## src/rtl/register16.sv

```systemverilog
// WIDTH-bit storage register: synchronous active-high reset beats load, load beats hold.
// Storage is built from WIDTH identical 1-bit cells, so every bit is captured on the same edge.

module register16_cell #(
  parameter logic RESET_BIT = 1'b0
) (
  input  logic clk,
  input  logic reset,
  input  logic d,
  input  logic load,
  output logic q
);

  // The flop powers up at its reset bit, so q is defined before the first reset or load.
  logic q_r = RESET_BIT;
  logic mux_out;
  logic d_next;

  always_comb begin
    mux_out = load ? d : q_r;
    d_next  = reset ? RESET_BIT : mux_out;
  end

  always_ff @(posedge clk) begin
    q_r <= d_next;
  end

  assign q = q_r;

endmodule

module register16 #(
  parameter int                WIDTH       = 16,
  parameter logic [WIDTH-1:0]  RESET_VALUE = '0
) (
  input  logic             clk,
  input  logic             reset,
  input  logic [WIDTH-1:0] in,
  input  logic             load,
  output logic [WIDTH-1:0] out
);

  // out comes straight from the cell flops; there is no combinational path from in, load or reset.
  for (genvar i = 0; i < WIDTH; i++) begin : g_cell
    register16_cell #(
      .RESET_BIT (RESET_VALUE[i])
    ) u_cell (
      .clk   (clk),
      .reset (reset),
      .d     (in[i]),
      .load  (load),
      .q     (out[i])
    );
  end

endmodule

```

## config.mk

```make
export PLATFORM = sky130hd
export DESIGN_NAME = register16
export DESIGN_NICKNAME = d
export VERILOG_FILES = /design/src/rtl/register16.sv
export SDC_FILE = /design/constraint.sdc
export NUM_CORES = 1
export LEC_CHECK = 0
export ABC_AREA = 1
export CORE_MARGIN = 1.5
export CORE_UTILIZATION = 39
export CTS_BUF_LIST = sky130_fd_sc_hd__clkbuf_4 sky130_fd_sc_hd__clkbuf_8 sky130_fd_sc_hd__clkbuf_16
export DETAILED_ROUTE_END_ITERATION = 10
export GPL_TIMING_DRIVEN = 0
export HOLD_SLACK_MARGIN = 0.12
export PLACE_DENSITY_LB_ADDON = 0.3
export SLEW_MARGIN = 20
export SYNTH_ARGS = -nofsm -noshare
export SYNTH_HDL_FRONTEND = slang
export SYNTH_HIERARCHICAL = 1
export SYNTH_SLANG_ARGS = --single-unit
```

## constraint.sdc

```tcl
create_clock -name clk -period 0.8 [get_ports clk]
set_input_delay 0.24 -clock clk [delete_from_list [all_inputs] [get_ports clk]]
set_output_delay 0.24 -clock clk [all_outputs]
set_load 0.005 [all_outputs]
```

==> results <==
[cell type report]
cell class | instances | area, µm² | share of cell area, %
Multi-Input combinational cell | 64 | 280 | 25.7
Tap cell | 25 | 31.3 | 2.87
Clock buffer | 3 | 22.5 | 2.06
Timing Repair Buffer | 34 | 297 | 27.2
Inverter | 32 | 120 | 11.0
Sequential cell | 16 | 340 | 31.2
[per-layer routing]
layer | vias up | GRT usage, % | wire length [µm]
met2 | 22 | 25.6 | 678
met3 | 0 | 3.57 | 75
met5 | - | 0 | 0
li1 | 381 | - | -
met1 | 283 | 19.7 | 652
met4 | 0 | 8.57 | 0
[where the power goes]
group / internal [W] / switching, W / leakage [nW]
sequential: 0.000863 / 0.0000294 / 0.138
clock: 0.000174 / 0.000242 / 0.0138
combinational: 0.000193 / 0.000153 / 0.481
[kinds of logic (layout without fill, tap and decap cells)]
kind of cell | count (synthesis) | in the layout | synth area share, %
simple gates | 64 | 64 | 38.9
buf+inv | 32 | 69 | 16.7
flops | 16 | 16 | 44.4
[per-stage QoR]
step | TNS [ns] | cell area, µm² | hold WS [ns]
6_report | -2.55 | 1090 | 0.452
5_1_grt | -3.11 | 1090 | 0.465
4_1_cts | -2.78 | 1050 | 0.475
3_5_place_dp | -19.72 | 1090 | 0.475
3_3_place_gp | -19.23 | 1090 | 0.471
2_1_floorplan | 0 | 721 | 0.377
[synth_stat cells (all sizes together)]
library cell  count
inv              32
nand2            32
nor2             32
dfxtp            16
[repair_timing]
action                                  in CTS  in global routing
setup buffers                                0                  0
endpoints found under the setup margin      32                 17
resized for setup                           88                  7
[layout by cell type, fill, tap and decap left out, drive strengths merged]
master | netlist | layout
buf | 0 | 16
clkbuf | 0 | 4
clkdlybuf4s15 | 0 | 1
clkdlybuf4s50 | 0 | 16
dfxtp | 16 | 16
inv | 32 | 32
nand2 | 32 | 32
nor2 | 32 | 32
[worst paths after layout]
path	slack, ns	cells past startpoint	end	startpoint
hold reg to reg	0.48	2	g_cell[3].u_cell/q	g_cell[3].u_cell/q
setup reg to reg	0.19	2	g_cell[2].u_cell/q	g_cell[2].u_cell/q
hold / removal	0.45	3	g_cell[13].u_cell/q	load
setup / recovery	-0.16	1	out[1]	g_cell[1].u_cell/q
[worst min-delay path: cells and delay by family]
family	cells	cell delay, ns
buf+inv	1	0.25
simple gates	2	0.21
==> results.sh <==
export IMPL_critPathLaunchType="flip-flop"
export IMPL_slowest_delay_ns=0.33
export IMPL_cp_required_ns=0.56
export IMPL_ys_seq_area_share_pct=44.4
export IMPL_finalPower_w=0.00165
export IMPL_dieHeight_um=46.0
export IMPL_drc_errors=0
export IMPL_synth_net_count=131
export IMPL_routedWlPerCell_um=8.08
export IMPL_fin_crit_ns=0.964
export IMPL_dieArea_mm2=0.00211
export IMPL_maxSlewHeadroom_pct=78.6
export IMPL_hpwl_um=997
export IMPL_peakVddDrop_uv=1000
export IMPL_ant_nets=0
export IMPL_diodes=0
export IMPL_path_cells="buf_2"
export IMPL_core_area_mm2=0.00173
export IMPL_place_inst=171
export IMPL_holdCritPathClass="in2reg"
export IMPL_arrival_ns=0.72
export IMPL_port_buffers=34
export IMPL_criticalPathCategory="reg2out"
export IMPL_first_pass_iters=1
export IMPL_hold_viol_final=0
export IMPL_max_cap_violations=0
export IMPL_grt_pass1_vias=623
export IMPL_instances_no_fill=174
export IMPL_area_growth_syn_to_layout_pct=51.4
export IMPL_status="finished with violations"
export IMPL_timing_fmax_ghz=1.04
export IMPL_netlist_area_leader_share_pct=44.4
export IMPL_cts_sinks=16
export IMPL_ioPinCount=35
export IMPL_synthCells=112
export IMPL_leakage_nw=0.632
export IMPL_power_density_mw_per_mm2=1520
export IMPL_place_gp_congestion=0.584
export IMPL_cts_hold_buf=0
export IMPL_drive_above_1_share_pct=35.6
export IMPL_maxSlewViolCount=0
export IMPL_synth_largest_area_cell="dfxtp_1"
export IMPL_cp_max_fo=2
export IMPL_routed_via_density=3.94
export IMPL_die_x_um=46.0
export IMPL_syn_area_per_cell_um2=6.43
export IMPL_fin_crit_sh_pct=120
export IMPL_path_buf_inv=1
export IMPL_cp_slowest_cell="dfxtp_2"
export IMPL_finalSetupViolations=16
export IMPL_dpl_worst_slack_ns=-1.01
export IMPL_clockBufferDepth=2
export IMPL_syn_cell_area_um2=721
export IMPL_worstMarginPinSlew_ns=0.322
export IMPL_htreeDepth=1
export IMPL_grt_pass1_wl_um=2420
export IMPL_synthTopCellsByArea="dfxtp_1 (44%), inv_1 (17%), nand2_1 (17%), nor2_2 (14%), nor2_1 (8.3%)"
export IMPL_utilization_pct=63.2
export IMPL_yosysWarnings=6
export IMPL_cts_root_buf="clkbuf_4"
export IMPL_start_util_pct=41.7
export IMPL_rows=15
export IMPL_antenna_found_initial=0
export IMPL_drtIter0Drc=0
export IMPL_tritoncts="yes"
export IMPL_clkLatencyLatePin_ns=0.28
export IMPL_ys_seq_elements=16
export IMPL_track_usage_pct=16.0
export IMPL_setup_ws_ns=-0.164
export IMPL_rsz0062_at_grt="true"
export IMPL_critPathTopFamily="flip-flops"
export IMPL_synth_distinct_cells=5
export IMPL_violations="setup timing"
export IMPL_fillers=176
export IMPL_routed_wl_um=1410
export IMPL_skew_ns=0
export IMPL_cts_buffers=3
export IMPL_vias=686
export IMPL_largest_reg_flops=16
export IMPL_cts_clk_slew_worst_paths_ns=0.09
export IMPL_crit_path_end_kind="output pin"
export IMPL_grt_max_degree=33
export IMPL_final_nets=170
export IMPL_grt_ovfl_total=0
Note: power is estimated with default switching activity, not from simulation.
